[src/rtl/turn_pkg.sv]
// Shared definitions for the turn sequencer: state encoding, player index
// width and the keypad "no key" code.
package turn_pkg;

    localparam logic [2:0] ST_IDLE     = 3'd0;
    localparam logic [2:0] ST_WAIT_KEY = 3'd1;
    localparam logic [2:0] ST_REQUEST  = 3'd2;
    localparam logic [2:0] ST_RESOLVE  = 3'd3;
    localparam logic [2:0] ST_ADVANCE  = 3'd4;
    localparam logic [2:0] ST_DONE     = 3'd5;

    typedef enum logic [2:0] {
        IDLE     = ST_IDLE,
        WAIT_KEY = ST_WAIT_KEY,
        REQUEST  = ST_REQUEST,
        RESOLVE  = ST_RESOLVE,
        ADVANCE  = ST_ADVANCE,
        DONE     = ST_DONE
    } state_t;

    localparam int         PLAYER_W = 2;
    localparam logic [3:0] KEY_NONE = 4'd0;

endpackage

[src/rtl/rr_next.sv]
// Combinational round-robin search: returns the first enabled index after
// i_cur, wrapping 3 -> 0. If only i_cur is enabled it returns i_cur; with an
// empty mask it also returns i_cur.
module rr_next
    import turn_pkg::*;
(
    input  logic [3:0]          i_mask,
    input  logic [PLAYER_W-1:0] i_cur,
    output logic [PLAYER_W-1:0] o_next
);

    logic [PLAYER_W-1:0] w_idx;
    logic                w_found;

    // Walk offsets 1..4 from the current index; offset 4 lands back on i_cur.
    always_comb begin
        o_next  = i_cur;
        w_found = 1'b0;
        w_idx   = i_cur;
        for (int off = 1; off <= 4; off++) begin
            w_idx = i_cur + PLAYER_W'(off);
            if (!w_found && i_mask[w_idx]) begin
                o_next  = w_idx;
                w_found = 1'b1;
            end
        end
    end

endmodule

[src/rtl/turn_scheduler.sv]
// Turn sequencer: rotates play among enabled players, captures keypad tile
// selections, issues one move request per selection and resolves the result.
// Handshake: mv_req rises one cycle after a valid key event and stays high,
// with mv_tile/mv_player stable, up to and including the cycle mv_ack=1;
// it drops on the following edge. mv_ack outside REQUEST is ignored.
module turn_scheduler
    import turn_pkg::*;
#(
    parameter int NUM_PLAYERS    = 4,
    parameter int MAX_TILE       = 12,
    parameter int TIMEOUT_CYCLES = 50_000_000
) (
    input  logic                   clk,
    input  logic                   rst,
    input  logic                   start,
    input  logic [NUM_PLAYERS-1:0] player_en,
    input  logic [3:0]             key,
    output logic                   mv_req,
    output logic [3:0]             mv_tile,
    output logic [1:0]             mv_player,
    input  logic                   mv_ack,
    input  logic                   mv_match,
    input  logic                   mv_win,
    output logic [1:0]             cur_player,
    output logic                   turn_active,
    output logic                   timeout,
    output logic                   game_over,
    output logic [1:0]             winner,
    output logic [2:0]             state
);

    localparam int               CLOG_T     = $clog2(TIMEOUT_CYCLES);
    localparam int               TW         = (CLOG_T > 26) ? CLOG_T : 26;
    localparam logic [TW-1:0]    TIMER_LAST = TW'(TIMEOUT_CYCLES - 1);
    localparam logic [3:0]       TILE_MAX   = 4'(MAX_TILE);

    state_t              r_state;
    state_t              w_state_nxt;
    logic [3:0]          r_key_prev;
    logic [TW-1:0]       r_timer;
    logic [3:0]          r_en_mask;
    logic [PLAYER_W-1:0] r_cur_player;
    logic [PLAYER_W-1:0] r_winner;
    logic [3:0]          r_mv_tile;
    logic [PLAYER_W-1:0] r_mv_player;
    logic                r_match;
    logic                r_win;
    logic                r_timeout;

    logic [3:0]          w_start_mask;
    logic [PLAYER_W-1:0] w_first_player;
    logic [PLAYER_W-1:0] w_adv_player;
    logic                w_key_event;
    logic                w_key_valid;
    logic                w_timer_last;
    logic                w_go_start;
    logic                w_take_key;
    logic                w_expire;
    logic                w_capture;
    logic                w_set_winner;
    logic                w_restart;
    logic                w_advance;

    // Widen the player mask to four slots; slots beyond NUM_PLAYERS stay 0.
    always_comb begin
        w_start_mask                  = '0;
        w_start_mask[NUM_PLAYERS-1:0] = player_en;
    end

    // Searching after index 3 wraps to 0 first, yielding the lowest enabled.
    rr_next u_rr_first (
        .i_mask (w_start_mask),
        .i_cur  (2'd3),
        .o_next (w_first_player)
    );

    rr_next u_rr_adv (
        .i_mask (r_en_mask),
        .i_cur  (r_cur_player),
        .o_next (w_adv_player)
    );

    assign w_key_event  = (key != KEY_NONE) && (r_key_prev == KEY_NONE);
    assign w_key_valid  = w_key_event && (key <= TILE_MAX);
    assign w_timer_last = (r_timer == TIMER_LAST);

    // State register.
    always_ff @(posedge clk) begin
        if (rst) begin
            r_state <= IDLE;
        end else begin
            r_state <= w_state_nxt;
        end
    end

    // Next-state logic and datapath strobes; a valid key beats expiry.
    always_comb begin
        w_state_nxt  = r_state;
        w_go_start   = 1'b0;
        w_take_key   = 1'b0;
        w_expire     = 1'b0;
        w_capture    = 1'b0;
        w_set_winner = 1'b0;
        w_restart    = 1'b0;
        w_advance    = 1'b0;
        case (r_state)
            IDLE, DONE: begin
                if (start && (w_start_mask != 4'd0)) begin
                    w_go_start  = 1'b1;
                    w_state_nxt = WAIT_KEY;
                end
            end
            WAIT_KEY: begin
                if (w_key_valid) begin
                    w_take_key  = 1'b1;
                    w_state_nxt = REQUEST;
                end else if (w_timer_last) begin
                    w_expire    = 1'b1;
                    w_state_nxt = ADVANCE;
                end
            end
            REQUEST: begin
                if (mv_ack) begin
                    w_capture   = 1'b1;
                    w_state_nxt = RESOLVE;
                end
            end
            RESOLVE: begin
                if (r_win) begin
                    w_set_winner = 1'b1;
                    w_state_nxt  = DONE;
                end else if (r_match) begin
                    w_restart   = 1'b1;
                    w_state_nxt = WAIT_KEY;
                end else begin
                    w_state_nxt = ADVANCE;
                end
            end
            ADVANCE: begin
                w_advance   = 1'b1;
                w_state_nxt = WAIT_KEY;
            end
            default: begin
                w_state_nxt = IDLE;
            end
        endcase
    end

    // Datapath registers driven by the strobes above.
    always_ff @(posedge clk) begin
        if (rst) begin
            r_key_prev   <= KEY_NONE;
            r_timer      <= '0;
            r_en_mask    <= '0;
            r_cur_player <= '0;
            r_winner     <= '0;
            r_mv_tile    <= '0;
            r_mv_player  <= '0;
            r_match      <= 1'b0;
            r_win        <= 1'b0;
            r_timeout    <= 1'b0;
        end else begin
            r_key_prev <= key;
            r_timeout  <= w_expire;
            if (r_state == WAIT_KEY && !w_timer_last) begin
                r_timer <= r_timer + TW'(1);
            end
            if (w_go_start) begin
                r_en_mask    <= w_start_mask;
                r_cur_player <= w_first_player;
                r_timer      <= '0;
            end
            if (w_take_key) begin
                r_mv_tile   <= key;
                r_mv_player <= r_cur_player;
            end
            if (w_capture) begin
                r_match <= mv_match;
                r_win   <= mv_win;
            end
            if (w_set_winner) begin
                r_winner <= r_cur_player;
            end
            if (w_restart) begin
                r_timer <= '0;
            end
            if (w_advance) begin
                r_cur_player <= w_adv_player;
                r_timer      <= '0;
            end
        end
    end

    assign mv_req      = (r_state == REQUEST);
    assign mv_tile     = r_mv_tile;
    assign mv_player   = r_mv_player;
    assign cur_player  = r_cur_player;
    assign turn_active = (r_state == WAIT_KEY);
    assign timeout     = r_timeout;
    assign game_over   = (r_state == DONE);
    assign winner      = r_winner;
    assign state       = r_state;

endmodule

[config.mk]
export PLATFORM = sky130hd
export DESIGN_NAME = turn_scheduler
export DESIGN_NICKNAME = d
export VERILOG_FILES = /design/src/rtl/turn_pkg.sv /design/src/rtl/rr_next.sv /design/src/rtl/turn_scheduler.sv
export SDC_FILE = /design/constraint.sdc
export NUM_CORES = 1
export LEC_CHECK = 0
export BUFFER_PORTS_ARGS = -buffer_cell sky130_fd_sc_hd__buf_2
export CORE_UTILIZATION = 52
export CTS_BUF_LIST = sky130_fd_sc_hd__clkbuf_16
export DETAILED_ROUTE_END_ITERATION = 10
export PLACE_DENSITY = 0.84
export SYNTH_ARGS = -nofsm -noshare
export SYNTH_HDL_FRONTEND = slang
export SYNTH_SLANG_ARGS = --single-unit
[constraint.sdc]
create_clock -name clk -period 1.8 [get_ports clk]
set_input_delay 0.27 -clock clk [delete_from_list [all_inputs] [get_ports clk]]
set_output_delay 0.27 -clock clk [all_outputs]
set_load 0.005 [all_outputs]
== Yosys cells after proc, flatten, opt, wreduce, memory -nomap -nowiden ==
Index checks and enable logic that the tools add are counted.

* Add/sub/neg operators: 4
* $lt $le $gt $ge: 5
* Equality and inequality tests: 11
* Mux-type cells: 44
* Bitwise operators: 1
* Reduce and logical (&&, ||, !) cells: 27

{| class="wikitable"
|+ Operators with widths
! cell !! count
|-
| 26-bit by 1-bit adder with 26-bit output (second input constant) || 1
|-
| 26-bit == test (second input constant) || 1
|-
| 1-bit two-way mux || 23
|-
| 2-bit two-way mux || 10
|-
| 3-bit two-way mux || 6
|-
| 3-bit case mux with 5 select lines || 1
|-
| 2-bit by 3-bit less-than comparator with 1-bit output (second input constant) || 4
|-
| 1-bit logical AND || 10
|-
| 1-bit binary-select mux with 2-bit select || 4
|-
| 4-bit nonzero test || 2
|-
| 1-bit zero test || 7
|-
| 3-bit by 2-bit == test with 1-bit output (second input constant) || 2
|-
| 3-bit == test (second input constant) || 2
|-
| 3-bit AND reduction || 2
|-
| 2-bit adder (second input constant) || 2
|-
| 4-bit less-or-equal comparator (second input constant) || 1
|-
| 4-bit zero test || 1
|-
| 2-bit != test (second input constant) || 2
|-
| 4-bit by 1-bit != test with 1-bit output (second input constant) || 1
|-
| 4-bit OR reduction || 1
|-
| 3-bit by 1-bit == test with 1-bit output (second input constant) || 1
|-
| 3-bit zero test || 1
|-
| 3-bit by 1-bit != test with 1-bit output (second input constant) || 1
|-
| 3-bit OR reduction || 1
|-
| other kinds (5) || 5
|}

* Flip-flop bits (word level): 50
* Output and inout bits: 17
* Logic and storage cells: 103

== Depth between registers and ports, before layout ==
Gate-level depths: netlist (run 1).

* Depth in word-level cells: 14
* Gate-level depth with buffers: 7

== Hierarchy ==
Synthesis (run 1) repeated with hierarchy kept, for this count alone.

* Cell total of the unflattened synthesis: 283
* Area total of the unflattened synthesis: 2451.1 µm²

{| class="wikitable"
|+ Modules (own cells, without submodules)
! module !! times used !! cells each !! area an instance (µm²)
|-
| turn_scheduler || 1 || 263 || 2301.0
|-
| rr_next || 2 || 10 || 75.1
|}

== Worst setup path after synthesis (run 1) ==
OpenSTA, ideal clock, no wires.

* Path type: flip-flop to flip-flop
* Start: register r_timer[10]
* End: register r_timer[7]
* Library setup time: 0.115 ns
* Arrival time: 1.814 ns
* Data required time: 1.685 ns
* Slack: -0.128 ns
* Stages on the path, launching flop included: 6
* Buffers on the path: 0
* Clock period less this slack: 1.928 ns
* Cell sequence: dfxtp_1 -> or4b_4 -> nor4_4 -> a21oi_2 -> and4_1 -> o21ba_1

* Longest elaborated chain between the ends: 3

{| class="wikitable"
|+ Ends and longest elaborated chain
! item !! RTL line !! text
|-
| start: declaration || turn_scheduler.sv:40 || <nowiki>logic [TW-1:0] r_timer;</nowiki>
|-
| start signal: assignment || turn_scheduler.sv:166 || <nowiki>r_timer <= r_timer + TW'(1);</nowiki>
|-
| 26-bit == test || turn_scheduler.sv:85 || <nowiki>assign w_timer_last = (r_timer == TIMER_LAST);</nowiki>
|-
| 1-bit zero test || turn_scheduler.sv:165 || <nowiki>if (r_state == WAIT_KEY && !w_timer_last) begin</nowiki>
|-
| 1-bit logical AND || turn_scheduler.sv:165 ||
|}

No other way between the ends.
A chain may end at the register's enable or synchronous reset.

== Worst setup path after layout (run 1) ==
* Start: register r_timer[11]
* End: register r_timer[7]

The elaborated chain is that of the path after synthesis.

==> results.sh, run 1 <==
export IMPL_grt_overflow_total=0
export IMPL_max_cap_violations=0
export IMPL_ctsHoldBuffers=0
export IMPL_viasPerCell=5.98
export IMPL_ir_drop_mv=0.695
export IMPL_insertion_delay_ns=0.29
export IMPL_hold_viol=0
export IMPL_drtAntennaViolNets=0
export IMPL_io_pins=31
export IMPL_slew_viol_final=0
export IMPL_dieArea_um2=5060
export IMPL_antenna_found_initial=0
export IMPL_arrival_ns=2.05
export IMPL_mappedNetlistArea_um2=2490
export IMPL_antenna_cells=0
export IMPL_synth_area_per_cell_um2=8.66
export IMPL_violations="negative setup slack"
export IMPL_async_flop_share_pct=0
export IMPL_synth_seq_cells=50
export IMPL_rsz0062_at_grt="yes"
export IMPL_clock_skew_final_ns=0.0132
export IMPL_yosysUniqueCellTypes=50
export IMPL_yosysSeqAreaShare_pct=40.3
export IMPL_vias=2375
export IMPL_end_kind="flop"
export IMPL_nets=359
export IMPL_cts_max_level=2
export IMPL_synthTopCellsByCount="50 x dfxtp_1, 46 x nor2_1, 17 x nand2_1, 17 x xor2_1, 13 x mux2i_1"
export IMPL_power_density_nw_per_um2=1060
export IMPL_route_detailed_drc=0
export IMPL_cts_buffers=5
export IMPL_grt_max_degree=27
export IMPL_fin_util_pct=70.8
export IMPL_clk_path_buf_depth=2
export IMPL_grt_pass1_vias=2219
export IMPL_p_total_uw=3350
export IMPL_hold_class="primary input to flop"
export IMPL_track_usage_pct=25.5
export IMPL_tightest_slew_ns=0.501
export IMPL_cts_tree="built"
export IMPL_outcome="finished with violations"
export IMPL_hold_slack_ns=0.229
export IMPL_first_pass_iters=4
export IMPL_gp_congestion=0.896
export IMPL_avgRoutedWirePerCell_um=15.8
export IMPL_drt_wl_total_um=6290
export IMPL_numPortBuffers=30
export IMPL_drt_iter0_markers=151
export IMPL_synthFlopType="dfxtp_1"
export IMPL_critical_path_max_fanout=7
export IMPL_cts_sinks=50
export IMPL_finalCriticalPeriod_ns=1.86
export IMPL_syn_nets=302
export IMPL_postSynthCellCount=287
export IMPL_grt_pass1_wl_um=10200
export IMPL_setup_viol_count_final=4
export IMPL_fp_dieH_um=71.1
export IMPL_clk_pin_slew_ns=0.07
export IMPL_worst_setup_path_start_kind="flop"
export IMPL_die_w_um=71.1
export IMPL_hpwl_um=3920
export IMPL_synth_edff_count=0
export IMPL_fmax_mhz=538
export IMPL_synth_area_leaders="dfxtp_1 40%, nor2_1 6.9%, xor2_1 6.0%"
export IMPL_drive_above_1_share_pct=29.3
export IMPL_post_cts_buffers=0
export IMPL_yosys_area_top_type="dfxtp_1"
export IMPL_coreArea_um2=4470
export IMPL_slew_headroom_pct=65.8
export IMPL_p_leak_uw=0.00131
export IMPL_worstSetupPathType="flop to flop"
export IMPL_required_ns=1.99
export IMPL_ys_warn_count=0
export IMPL_clock_root_buffer="clkbuf_16"
export IMPL_placementRows=24
export IMPL_worst_slack_ns=-0.0577
export IMPL_synth_top_area_share_pct=40.3
export IMPL_finalCritPeriodShare_pct=103
export IMPL_area_delta_synth_final_pct=27.4
export IMPL_yosysMostFrequentCell="dfxtp_1"
export IMPL_start_util_pct=55.6
[state kept, by name (all words and copies together), names as in the netlist, 2 cells and up]
name / flops
cur_player: 2
mv_player: 2
mv_tile: 4
r_en_mask: 4
r_key_prev: 4
r_timer: 26
state: 3
winner: 2
[per-layer routing]
layer / wire [um] / vias to the layer above / part of all wire, % / track usage, %
met4: 154 / 0 / 2.4 / 9.56
li1: - / 1143 / - / -
met5: 0 / - / 0 / 0
met1: 2670 / 1121 / 42 / 30.5
met3: 335 / 20 / 5.3 / 4.70
met2: 3130 / 91 / 50 / 45.2
[per-stage QoR]
step / setup WS [ns] / area, um2 / setup TNS, ns / std cells
2_1_floorplan: -0.0797 / 2500 / -0.0897 / 287
3_3_place_gp: -0.00654 / 2920 / -0.0124 / 390
3_5_place_dp: -0.0931 / 2920 / -0.520 / 390
4_1_cts: -0.0212 / 3120 / -0.0479 / 398
5_1_grt: -0.131 / 3170 / -0.956 / 397
6_report: -0.0577 / 3170 / -0.195 / 397
[critical path, stage by stage, from the launching register on]
cell     delay, ns
dfxtp_2       0.32
or4b_4        0.54
nor4_4        0.29
buf_6         0.19
a21oi_4       0.08
and4_1        0.17
o21ba_1       0.16
[area by class of cell]
| class | count | area, um2 |
|---|---|---|
| Inverter | 9 | 33.8 |
| Multi-Input combinational cell | 215 | 1480 |
| Clock inverter | 3 | 42.5 |
| Clock buffer | 5 | 125 |
| Sequential cell | 50 | 1010 |
| Timing Repair Buffer | 63 | 413 |
| Fill cell | 301 | 1310 |
| Tap cell | 52 | 65.1 |
[report_power, final]
part	leakage [uW]	switching [uW]	total, uW	internal (uW)
Combinational	0.000823	538	981	443
Clock	0.0000818	416	1070	656
Sequential	0.000408	112	1290	1180
[path summary, 6_finish.rpt]
path / start / end / slack, ns / depth (start not counted)
worst max-delay path: r_timer[11] / r_timer[7] / -0.06 / 6
worst min-delay path: mv_win / r_win / 0.23 / 3
worst max register to register: r_timer[11] / r_timer[7] / -0.06 / 6
worst min register to register: winner[0] / winner[0] / 0.50 / 2
[placed cells by master (no fill, tap or decap), types with 5 or more instances in the layout]
| cell type | n |
|---|---|
| nor2_1 | 46 |
| dfxtp_1 | 45 |
| buf_2 | 30 |
| buf_4 | 29 |
| nand2_1 | 17 |
| xor2_1 | 17 |
| mux2i_1 | 13 |
| nand4_1 | 12 |
| nand3_1 | 11 |
| inv_1 | 9 |
| a21oi_1 | 8 |
| nor2b_1 | 7 |
| xnor2_1 | 7 |
| o21ai_0 | 5 |
| clkbuf_16 | 5 |
| dfxtp_2 | 5 |
[timing repair]
action / 4_1_cts / 5_1_grt
gates cloned: 0 / 0
setup endpoints to repair: 10 / 34
gates resized for setup: 8 / 17
pin swaps: 4 / 6
[kinds of logic after synthesis]
kind of cell             Yosys count  synth area share, %
XOR/XNOR                          24                 8.45
buffers and inverters             22                 3.37
adder cells (fa/ha/maj)            1                0.503
AND/OR/NAND/NOR                  134                 30.3
flip-flops                        50                 40.3
multiplexers                      13                 5.23
AO/OA/AOI/OAI                     43                 11.8
Note: power is estimated with default switching activity, not from simulation.
==> run 2, diff against run 1 <==
--- a/config.mk
+++ b/config.mk
@@ -10,6 +10,8 @@
 export CTS_BUF_LIST = sky130_fd_sc_hd__clkbuf_16
 export DETAILED_ROUTE_END_ITERATION = 10
 export PLACE_DENSITY = 0.84
+export SETUP_SLACK_MARGIN = 0.1
+export SKIP_LAST_GASP = 1
 export SYNTH_ARGS = -nofsm -noshare
 export SYNTH_HDL_FRONTEND = slang
 export SYNTH_SLANG_ARGS = --single-unit
==> results.sh, run 2 (synthesis results as in run 1) <==
export IMPL_area_delta_synth_final_pct=35.3
export IMPL_clkPwrFrac_pct=30.1
export IMPL_hold_start="mv_match"
export IMPL_min_to="r_match"
export IMPL_finalCritPeriodShare_pct=106
export IMPL_clk_pin_slew_ns=0.07
export IMPL_largest_register_ffs=26
export IMPL_die_w_um=71.1
export IMPL_cts_buffers=5
export IMPL_insertion_delay_ns=0.29
export IMPL_coreArea_um2=4470
export IMPL_grt_max_degree=27
export IMPL_r2r_slack_ns=-0.10
export IMPL_end_kind="flop"
export IMPL_finalCriticalPeriod_ns=1.90
export IMPL_antenna_cells=0
export IMPL_rsz0062_at_grt="yes"
export IMPL_hpwl_um=4110
export IMPL_pwr_share_seq_pct=35.8
export IMPL_power_switching_uw=1190
export IMPL_comb_power_share_pct=34.2
export IMPL_setup_tns_ns=-0.719
export IMPL_arrival_ns=2.09
export IMPL_drt_iter0_markers=130
export IMPL_tightest_slew_ns=0.472
export IMPL_required_ns=1.98
export IMPL_dieArea_um2=5060
export IMPL_cts_tree="built"
export IMPL_avgRoutedWirePerCell_um=18.1
export IMPL_route_detailed_drc=0
export IMPL_clock_root_buffer="clkbuf_16"
export IMPL_grt_overflow_total=0
export IMPL_start_util_pct=55.6
export IMPL_first_pass_iters=7
export IMPL_critical_path_max_fanout=4
export IMPL_grt_pass1_wl_um=10400
export IMPL_clock_skew_final_ns=0.00568
export IMPL_switching_share_pct=32.6
export IMPL_antenna_found_initial=0
export IMPL_intPower_uw=2460
export IMPL_reg2reg_from="r_timer[24]"
export IMPL_ff2ff_path_depth=5
export IMPL_fp_dieH_um=71.1
export IMPL_clk_path_buf_depth=2
export IMPL_max_cap_violations=0
export IMPL_io_pins=31
export IMPL_ctsHoldBuffers=0
export IMPL_viasPerCell=6.28
export IMPL_hold_depth=3
export IMPL_setup_viol_count_final=12
export IMPL_outcome="finished with violations"
export IMPL_numPortBuffers=30
export IMPL_hold_viol=0
export IMPL_worst_slack_ns=-0.105
export IMPL_nets=365
export IMPL_p_leak_uw=0.00138
export IMPL_r2r_end="state[0]"
export IMPL_drt_wl_total_um=7290
export IMPL_slew_headroom_pct=68.3
export IMPL_track_usage_pct=26.2
export IMPL_grt_pass1_vias=2286
export IMPL_place_ws_ns=-0.124
export IMPL_placementRows=24
export IMPL_drive_above_1_share_pct=32.5
export IMPL_final_common_cell="dfxtp_1"
export IMPL_largest_register="r_timer"
export IMPL_fmax_mhz=525
export IMPL_nFillCells=262
export IMPL_worst_setup_path_start_kind="flop"
export IMPL_ir_drop_mv=0.712
export IMPL_gp_congestion=0.798
export IMPL_slew_viol_final=0
export IMPL_hold_class="primary input to flop"
export IMPL_drtAntennaViolNets=0
export IMPL_cts_max_level=2
export IMPL_power_density_nw_per_um2=1090
export IMPL_cts_sinks=50
export IMPL_vias=2529
export IMPL_worstSetupPathType="flop to flop"
export IMPL_violations="negative setup slack"
export IMPL_final_cell_mix="46 x dfxtp_1, 44 x nor2_1, 30 x buf_2, 30 x buf_4, 17 x xor2_1"
run 2: routing by layer:
layer | routed length [um] | track usage (%) | part of all wire (%) | up-vias
met5 | 0 | 0 | 0 | -
met1 | 2960 | 32.1 | 41 | 1210
met4 | 318 | 12.2 | 4.4 | 0
li1 | - | - | - | 1150
met2 | 3470 | 43.4 | 48 | 133
met3 | 543 | 6.27 | 7.4 | 36
run 2: what timing repair did:
action / CTS / global route
pin swaps: 8 / 18
endpoints found under the setup margin: 34 / 40
setup buffers: 6 / 2
gates cloned: 0 / 0
resized for setup: 14 / 27
run 2: worst max path at each step:
stage,start,endpoint,slack [ns],cells past startpoint
2_1_floorplan,r_timer[24],r_timer[7],-0.08,5
3_3_place_gp,r_timer[24],r_timer[7],-0.05,5
3_5_place_dp,r_timer[24],r_timer[7],-0.12,5
4_1_cts,r_timer[11],state[2],-0.06,6
5_1_grt,r_timer[24],state[0],-0.21,5
6_report,r_timer[24],state[0],-0.10,5
run 2: final cells by class:
cell class / instances / area (um2) / share of cell area, %
multi-input cells: 215 / 1560 / 46.5
flip-flops and latches: 50 / 1010 / 30.0
repair buffers: 69 / 519 / 15.4
clock buffers: 5 / 125 / 3.72
well taps: 52 / 65.1 / 1.93
clock inverters: 3 / 47.5 / 1.41
inverters: 9 / 33.8 / 1.00
run 2: power groups by stage:
stage | Combinational (uW) | Sequential [uW] | Clock (uW)
6_report | 1250 | 1310 | 1100
5_1_grt | 1320 | 1320 | 1140
4_1_cts | 1050 | 1290 | 1100
3_5_place_dp | 889 | 1310 | 0
3_3_place_gp | 862 | 1310 | 0
2_1_floorplan | 566 | 1290 | 0
run 2: metrics by stage:
step	hold WS (ns)	util, %	cell area [um2]	total power (uW)	instances
floorplan	0.398	-	2510	1850	287
global placement	0.473	65.4	2930	2170	387
detailed placement	0.485	65.4	2930	2200	387
CTS	0.229	71.8	3210	3430	401
global route	0.257	75.2	3360	3770	403
finish	0.233	75.2	3360	3650	403
run 2: critical path: stages (launching register included):
cell and delay, ns:
dfxtp_2 0.33, or4b_4 0.54, nor4_4 0.38, buf_4 0.21, a21oi_2 0.07, o41ai_1 0.26
